===== src/rtl/fft_ctrl_pkg.sv =====
// Shared types and constants for the 8-point FFT frame sequencer.
//   state_e : controller FSM states
//   cplx_t  : one complex sample {re, im}, DW bits per component
package fft_ctrl_pkg;

    localparam int unsigned N_PTS = 8;
    localparam int unsigned DW    = 8;
    localparam int unsigned IDX_W = 3;

    typedef enum logic [1:0] {
        FILL  = 2'd0,
        START = 2'd1,
        WAIT  = 2'd2,
        DRAIN = 2'd3
    } state_e;

    typedef struct packed {
        logic [DW-1:0] re;
        logic [DW-1:0] im;
    } cplx_t;

endpackage


===== src/rtl/fft_sample_buf.sv =====
// 8-entry complex register file.
//   clk          : rising-edge clock
//   i_clr        : synchronous clear of every entry (highest priority)
//   i_load_en    : parallel load of all entries from i_load_real/i_load_imag
//   i_wr_en      : indexed write of i_wr_data at i_wr_idx
//   o_rd_real/_imag : full packed read port, entry k at [DW*k +: DW]
module fft_sample_buf
    import fft_ctrl_pkg::*;
(
    input  logic                   clk,
    input  logic                   i_clr,
    input  logic                   i_load_en,
    input  logic [N_PTS*DW-1:0]    i_load_real,
    input  logic [N_PTS*DW-1:0]    i_load_imag,
    input  logic                   i_wr_en,
    input  logic [IDX_W-1:0]       i_wr_idx,
    input  cplx_t                  i_wr_data,
    output logic [N_PTS*DW-1:0]    o_rd_real,
    output logic [N_PTS*DW-1:0]    o_rd_imag
);

    logic [N_PTS*DW-1:0] r_real;
    logic [N_PTS*DW-1:0] r_imag;

    // Clear beats parallel load beats indexed write.
    always_ff @(posedge clk) begin
        if (i_clr) begin
            r_real <= '0;
            r_imag <= '0;
        end else if (i_load_en) begin
            r_real <= i_load_real;
            r_imag <= i_load_imag;
        end else if (i_wr_en) begin
            r_real[DW*32'(i_wr_idx) +: DW] <= i_wr_data.re;
            r_imag[DW*32'(i_wr_idx) +: DW] <= i_wr_data.im;
        end
    end

    assign o_rd_real = r_real;
    assign o_rd_imag = r_imag;

endmodule


===== src/rtl/fft_frame_ctrl.sv =====
// Frame sequencer in front of an 8-point pipelined FFT core.
// Collects 8 serial samples, starts the FFT, waits for done (with timeout),
// then streams the 8 results out with valid/ready.
//   clk, rst                    : clock, synchronous active-high reset
//   in_valid/in_ready/in_*      : serial sample input
//   fft_start, fft_x_*          : start pulse and packed frame to the FFT
//   fft_done, fft_y_*           : FFT completion and packed results
//   out_valid/out_ready/out_*   : serial result output, out_index = bin
//   busy                        : high in START, WAIT and DRAIN
//   timeout_err                 : one-cycle pulse when a frame is aborted
// DW and N_PTS must match fft_ctrl_pkg (the FFT core is fixed at 8x8 bits).
module fft_frame_ctrl
    import fft_ctrl_pkg::*;
#(
    parameter int unsigned N_PTS   = 8,
    parameter int unsigned DW      = 8,
    parameter int unsigned TIMEOUT = 64
) (
    input  logic                 clk,
    input  logic                 rst,
    input  logic                 in_valid,
    output logic                 in_ready,
    input  logic [DW-1:0]        in_real,
    input  logic [DW-1:0]        in_imag,
    output logic                 fft_start,
    output logic [N_PTS*DW-1:0]  fft_x_real,
    output logic [N_PTS*DW-1:0]  fft_x_imag,
    input  logic                 fft_done,
    input  logic [N_PTS*DW-1:0]  fft_y_real,
    input  logic [N_PTS*DW-1:0]  fft_y_imag,
    output logic                 out_valid,
    input  logic                 out_ready,
    output logic [DW-1:0]        out_real,
    output logic [DW-1:0]        out_imag,
    output logic [2:0]           out_index,
    output logic                 out_last,
    output logic                 busy,
    output logic                 timeout_err
);

    localparam int unsigned TMR_W   = $clog2(TIMEOUT) + 1;
    localparam int unsigned LAST_IX = N_PTS - 1;

    state_e             r_state;
    state_e             w_state_nxt;
    logic [IDX_W-1:0]   r_wr_idx;
    logic [IDX_W-1:0]   w_wr_idx_nxt;
    logic [IDX_W-1:0]   r_rd_idx;
    logic [IDX_W-1:0]   w_rd_idx_nxt;
    logic [TMR_W-1:0]   r_timer;
    logic [TMR_W-1:0]   w_timer_nxt;
    logic               r_timeout_err;
    logic               w_timeout_nxt;
    logic               w_smp_we;
    logic               w_res_load;
    cplx_t              w_in_smp;
    logic [N_PTS*DW-1:0] w_res_real;
    logic [N_PTS*DW-1:0] w_res_imag;

    assign w_in_smp = '{re: in_real, im: in_imag};

    // Sample buffer: indexed writes during FILL, packed read drives the FFT.
    fft_sample_buf u_smp_buf (
        .clk         (clk),
        .i_clr       (rst),
        .i_load_en   (1'b0),
        .i_load_real ('0),
        .i_load_imag ('0),
        .i_wr_en     (w_smp_we),
        .i_wr_idx    (r_wr_idx),
        .i_wr_data   (w_in_smp),
        .o_rd_real   (fft_x_real),
        .o_rd_imag   (fft_x_imag)
    );

    // Result buffer: parallel load on done, indexed read during DRAIN.
    fft_sample_buf u_res_buf (
        .clk         (clk),
        .i_clr       (rst),
        .i_load_en   (w_res_load),
        .i_load_real (fft_y_real),
        .i_load_imag (fft_y_imag),
        .i_wr_en     (1'b0),
        .i_wr_idx    ('0),
        .i_wr_data   ('0),
        .o_rd_real   (w_res_real),
        .o_rd_imag   (w_res_imag)
    );

    // State, index and timer registers.
    always_ff @(posedge clk) begin
        if (rst) begin
            r_state       <= FILL;
            r_wr_idx      <= '0;
            r_rd_idx      <= '0;
            r_timer       <= '0;
            r_timeout_err <= 1'b0;
        end else begin
            r_state       <= w_state_nxt;
            r_wr_idx      <= w_wr_idx_nxt;
            r_rd_idx      <= w_rd_idx_nxt;
            r_timer       <= w_timer_nxt;
            r_timeout_err <= w_timeout_nxt;
        end
    end

    // Next-state logic; fft_done is only looked at in WAIT.
    always_comb begin
        w_state_nxt   = r_state;
        w_wr_idx_nxt  = r_wr_idx;
        w_rd_idx_nxt  = r_rd_idx;
        w_timer_nxt   = r_timer;
        w_timeout_nxt = 1'b0;
        w_smp_we      = 1'b0;
        w_res_load    = 1'b0;

        unique case (r_state)
            FILL: begin
                if (in_valid) begin
                    w_smp_we = 1'b1;
                    if (r_wr_idx == IDX_W'(LAST_IX)) begin
                        w_wr_idx_nxt = '0;
                        w_state_nxt  = START;
                    end else begin
                        w_wr_idx_nxt = r_wr_idx + IDX_W'(1);
                    end
                end
            end
            START: begin
                w_timer_nxt = '0;
                w_state_nxt = WAIT;
            end
            WAIT: begin
                if (fft_done) begin
                    // Done wins even on the cycle the timer would expire.
                    w_res_load   = 1'b1;
                    w_rd_idx_nxt = '0;
                    w_state_nxt  = DRAIN;
                end else begin
                    w_timer_nxt = (r_timer == {TMR_W{1'b1}}) ? r_timer
                                                             : r_timer + TMR_W'(1);
                    if (r_timer == TMR_W'(TIMEOUT - 1)) begin
                        w_timeout_nxt = 1'b1;
                        w_state_nxt   = FILL;
                    end
                end
            end
            DRAIN: begin
                if (out_ready) begin
                    if (r_rd_idx == IDX_W'(LAST_IX)) begin
                        w_rd_idx_nxt = '0;
                        w_state_nxt  = FILL;
                    end else begin
                        w_rd_idx_nxt = r_rd_idx + IDX_W'(1);
                    end
                end
            end
            default: w_state_nxt = FILL;
        endcase
    end

    // Outputs decoded from state, indices and the result buffer.
    assign in_ready    = (r_state == FILL);
    assign fft_start   = (r_state == START);
    assign busy        = (r_state != FILL);
    assign out_valid   = (r_state == DRAIN);
    assign out_index   = r_rd_idx;
    assign out_last    = (r_state == DRAIN) && (r_rd_idx == IDX_W'(LAST_IX));
    assign out_real    = w_res_real[DW*32'(r_rd_idx) +: DW];
    assign out_imag    = w_res_imag[DW*32'(r_rd_idx) +: DW];
    assign timeout_err = r_timeout_err;

endmodule


===== config.mk =====
export PLATFORM = sky130hd
export DESIGN_NAME = fft_frame_ctrl
export DESIGN_NICKNAME = d
export VERILOG_FILES = /design/src/rtl/fft_ctrl_pkg.sv /design/src/rtl/fft_sample_buf.sv /design/src/rtl/fft_frame_ctrl.sv
export SDC_FILE = /design/constraint.sdc
export NUM_CORES = 1
export LEC_CHECK = 0
export ABC_CLOCK_PERIOD_IN_PS = 5400
export CORE_MARGIN = 10
export CORE_UTILIZATION = 31
export CTS_CLUSTER_DIAMETER = 50
export CTS_CLUSTER_SIZE = 14
export DETAILED_ROUTE_END_ITERATION = 10
export PLACE_DENSITY = 0.58
export SYNTH_ARGS = -nofsm -noshare
export SYNTH_HDL_FRONTEND = slang
export SYNTH_HIERARCHICAL = 1
export SYNTH_SLANG_ARGS = --single-unit

===== constraint.sdc =====
create_clock -name clk -period 5.4 [get_ports clk]
set_input_delay 0.54 -clock clk [delete_from_list [all_inputs] [get_ports clk]]
set_output_delay 0.54 -clock clk [all_outputs]
set_load 0.02 [all_outputs]

[After elaboration in Yosys (flattened, before gate mapping)]
Cells that the tools add are included.
Storage, ports and cells
  register bits after elaboration: 272
  latch bits: 0
  bits in writable memories: 0
  ROM bits: 0
  input port bits: 149
  output and inout port bits: 153
  word-level logic and storage cells: 66
  memories: 0
Operators by class
  $add $sub $neg: 4
  multipliers: 0
  div/mod/pow operators: 0
  $lt $le $gt $ge: 0
  equality and inequality tests: 15
  shift operators: 5
  mux-type cells: 22
  bitwise logic cells: 1
  reductions and logical operators: 10
Operators with widths (count)
  $bwmux 64: 2
  $shiftx 64x7->8: 2
  $shiftx 8x34->64: 2
  $shift 8x34->64 const A: 1
  $neg 6->34: 1
  $mux 7: 2
  $pmux 7 s2: 1
  $mux 2: 6
  $mux 3: 4
  $ne 2x2->1 const B: 4
  $pmux 2 s4: 1
  $add 7x1->7 const B: 1
  $eq 7x6->1 const B: 1
  $eq 7x7->1 const B: 1
  $add 3x1->3 const B: 2
  $eq 3x3->1 const B: 2
  $ne 2x1->1 const B: 3
  $pmux 3 s2: 1
  $reduce_and 3->1: 2
  $reduce_bool 2->1: 3
  $mux 1: 5
  $reduce_and 5->1: 1
  $eq 2x2->1 const B: 2
  $ne 3x3->1 const B: 1
  6 further kinds: 6

[Depth between registers and ports, before layout]
  depth in word-level cells: 4
  depth in mapped cells: 11
  gate-level depth less buffers: 8

[Modules after synthesis]
The synthesis kept the hierarchy.
Modules (own cells, without submodules)
  fft_sample_buf (u_smp_buf): times used 1, cells an instance 623, area an instance 6047.0 µm², sequential area each 2562.5 µm²
  fft_sample_buf (u_res_buf): times used 1, cells an instance 632, area an instance 5728.0 µm², sequential area each 2562.5 µm²
  fft_frame_ctrl: times used 1, cells an instance 166, area an instance 2018.2 µm², sequential area each 320.3 µm²

[Worst setup path after synthesis]
OpenSTA, ideal clock, no wires.
  path type: register to register
  start: register r_wr_idx[0]
  end: register u_smp_buf.r_imag[6] (netlist: u_smp_buf/o_rd_imag[6])
  library setup time: 0.122 ns
  arrival: 2.271 ns
  data required time: 5.278 ns
  slack: 3.008 ns
  stages on the path, launching flop included: 10
  buffers on the path: 3
  clock period less this slack: 2.392 ns
  path through: dfxtp_1 -> buf_6 -> inv_1 -> ha_1 -> ha_1 -> buf_6 -> or3b_4 -> o31a_4 -> buf_6 -> a221o_1
Between the ends
  longest elaborated chain between the ends: 3
  elaborated cells between the ends (all ways): 4
  those cells by class: add/sub: 1; shift: 2; mux: 1
RTL lines
  start, declared: RTL line fft_frame_ctrl.sv:46  | logic [IDX_W-1:0] r_wr_idx;
  start signal, assigned: RTL line fft_frame_ctrl.sv:100  | r_wr_idx <= w_wr_idx_nxt;
  $neg 6->34 *: RTL line fft_sample_buf.sv:35  | r_imag[DW*32'(i_wr_idx) +: DW] <= i_wr_data.im;
  $shiftx 8x34->64 / $shift 8x34->64 (equally long branches): RTL line fft_sample_buf.sv:35
  $bwmux 64 *: RTL line fft_sample_buf.sv:35
  end signal, assigned: RTL line fft_sample_buf.sv:32  | r_imag <= i_load_imag;
  end signal, assigned by index: RTL line fft_sample_buf.sv:35
  end, declared: RTL line fft_sample_buf.sv:23  | logic [N_PTS*DW-1:0] r_imag;
Every way passes the cells marked *; elsewhere a longest branch is shown, timed or not.
A chain may end at the register's enable or synchronous reset.

[Final worst setup path]
  start: register r_rd_idx[0] (netlist: out_index[0])
  end: output port out_imag[0]
Between the ends
  longest elaborated chain between the ends: 1
RTL lines
  start, declared: RTL line fft_frame_ctrl.sv:48  | logic [IDX_W-1:0] r_rd_idx;
  start signal, assigned: RTL line fft_frame_ctrl.sv:101  | r_rd_idx <= w_rd_idx_nxt;
  $shiftx 64x7->8: RTL line fft_frame_ctrl.sv:170  | assign out_imag = w_res_imag[DW*32'(r_rd_idx) +: DW];
  end, declared: RTL line fft_frame_ctrl.sv:34  | output logic [DW-1:0] out_imag,
Every way passes these cells.

==> flow_summary.json <==
{
  "slew_headroom": -2.53,
  "fin_nets": 1972,
  "p_int_mw": 4.17,
  "worstPathArrival_ns": 3.33,
  "overflow": 0,
  "port_buffers": 301,
  "row_count": 77,
  "clock_latency_ns": 0.56,
  "grt_usage": 0.197,
  "die_x_um": 231,
  "status": "finished with violations",
  "hpwlAfterDp_mm": 38.6,
  "placed_area_sq_um": 17600,
  "fin_crit_ns": 3.87,
  "fmax_mhz": 259,
  "drc": 0,
  "violations": "max-slew violations",
  "cts.repair.resized": 0,
  "hp-class": "reg2reg",
  "switching_share": 0.303,
  "ys_seq_area_frac": 0.395,
  "path_clk_slew_ns": 0.06,
  "dieArea_sq_um": 53300,
  "stdcell_area_sq_um": 18900,
  "switchingPower_mw": 1.81,
  "synth_edf_count": 0,
  "grt_pass1_vias": 12830,
  "core-area_sq_um": 44100,
  "syn_inst": 1421,
  "wl_per_cell_um": 22.9,
  "die_h_um": 231,
  "leakage_nw": 7.15,
  "rsz0062_at_grt": "false",
  "vias": 13293,
  "fin_hold_ws_ns": 0.461,
  "clkSinkCount": 272,
  "ant_nets": 0,
  "critical_path_class": "reg2out",
  "ys.flop_type": "dfxtp_1",
  "cts_tree": "yes",
  "finalClockSkew_ns": 0.0267,
  "drt_pass1_iterations": 6,
  "mostFrequentLayoutCells": "300 x clkdlybuf4s50_1, 271 x dfxtp_1, 180 x conb_1",
  "power_frac_clock": 0.436,
  "antenna_found_initial": 7,
  "cts_buffers": 37,
  "ir_worst_vdd_uv": 219,
  "routed_wl_mm": 55.5,
  "post-cts-setup-buffers": 0,
  "avgViaCountPerCell": 5.47,
  "fin_tns_setup_ns": 0,
  "fin_util": 0.428,
  "clk_path_buf_depth": 3,
  "power_frac_seq": 0.369,
  "syn_to_final_growth_pct": 37.1,
  "gp_congestion": 0.838,
  "critPathMaxFanout": 28,
  "netlist_area_sq_um": 13800,
  "grt_max_degree": 101,
  "crit_path_end_kind": "primary output",
  "maxCapViolations": 0,
  "async_flop_share": 0,
  "critPathRequiredTime_ns": 4.86,
  "avgSynthCellArea_sq_um": 9.71,
  "io_pins": 302,
  "grt_pass1_wl_mm": 82.1,
  "period_share": 0.716,
  "layout-drive-gt1-share": 0.0771,
  "clockRootBuffer": "clkbuf_16",
  "worst_setup_path_start_kind": "register",
  "combPwrFrac": 0.194,
  "ys_seq_elements": 272,
  "yosysUniqueCellTypes": 76,
  "layout.cells.most_common": "clkdlybuf4s50_1",
  "hold_viol": 0,
  "fin_total_pwr_mw": 5.98,
  "first_iter_violations": 1488,
  "report.final.slew_viol_count": 101,
  "powerDensity_nw_per_um2": 317,
  "yosysWarnings": 6,
  "worst_pin_slew_ns": 5.28,
  "setup_viol": 0,
  "cts_hold_buf": 0,
  "h-tree-depth": 2,
  "initial_utilization": 0.313
}
-- layout make-up --
type                    instances  area [sq um]
clock inverters                25           334
diodes                          7          17.5
clock buffers                  39           953
inverters                      35           134
repair buffers                318          3140
fillers                      4338         25200
multi-input cells            1140          8140
well taps                     592           741
flip-flops and latches        272          5450
-- critical path: stages (launching register included) --
cell and delay, ns:
dfxtp_2 0.92, buf_4 0.36, mux4_1 0.62, mux2_2 0.31, clkdlybuf4s50_1 0.54
-- synth_stat cells, types with 19 or more instances --
| cell type | number | area share |
|---|---|---|
| nor2_1 | 113 | 0.031 |
| nor3_1 | 117 | 0.042 |
| nand2_1 | 54 | 0.015 |
| clkbuf_1 | 90 | 0.024 |
| ha_1 | 19 | 0.017 |
| and2_1 | 45 | 0.020 |
| mux4_1 | 28 | 0.053 |
| a311oi_1 | 21 | 0.013 |
| inv_1 | 35 | 0.0095 |
| buf_2 | 34 | 0.012 |
| a21oi_1 | 31 | 0.011 |
| dfxtp_1 | 272 | 0.39 |
| nor2b_1 | 38 | 0.017 |
| a221o_1 | 72 | 0.052 |
| o211ai_1 | 33 | 0.018 |
| a221oi_1 | 109 | 0.069 |
-- flip-flops by register name, indices dropped and copies added (netlist names) --
signal	cells
out_index	3
r_state	2
r_timer	7
r_wr_idx	3
timeout_err	1
u_res_buf/o_rd_imag	64
u_res_buf/o_rd_real	64
u_smp_buf/o_rd_imag	64
u_smp_buf/o_rd_real	64
-- metal layers --
layer | share of wire | wire length [um] | GRT usage
met2 | 0.46 | 25500 | 0.305
met1 | 0.43 | 23800 | 0.259
met4 | 0.030 | 1670 | 0.0835
met3 | 0.082 | 4530 | 0.0466
met5 | 0.00023 | 13 | 0
-- path summary, 6_finish.rpt --
| kind | start | end | slack, ns | depth (start not counted) |
|---|---|---|---|---|
| worst min register to register | u_res_buf/o_rd_real[1] | u_res_buf/o_rd_real[1] | 0.46 | 2 |
| worst max register to register | r_wr_idx[0] | u_smp_buf/o_rd_imag[37] | 2.18 | 6 |
| worst max-delay path | out_index[0] | out_imag[0] | 1.53 | 4 |
| worst min-delay path | u_res_buf/o_rd_real[1] | u_res_buf/o_rd_real[1] | 0.46 | 2 |
-- logic make-up after synthesis --
group,count (synthesis),share of synthesized area
AND/OR/NAND/NOR,478,0.188
multiplexers,57,0.0796
buffers and inverters,188,0.0642
AO/OA/AOI/OAI,406,0.256
adder cells (fa/ha/maj),19,0.0172
other,1,0.000272
flip-flops,272,0.395
-- stage by stage --
stage                     cells  worst slack (ns)
final                      2428              1.53
after global routing       2427              1.46
after CTS                  2421              1.49
after detailed placement   2357              2.05
after global placement     2357              2.09
after floorplan            1600              3.01
-- power by group through the flow --
stage / clock network (mW) / registers [mW] / logic [mW]
final: 2.61 / 2.21 / 1.16
after detailed placement: 0 / 2.25 / 1.12
after CTS: 2.66 / 2.21 / 1.12
after floorplan: 0 / 2.30 / 0.626
after global routing: 2.73 / 2.22 / 1.25
after global placement: 0 / 2.25 / 1.11
(Power assumes the default switching activity.)
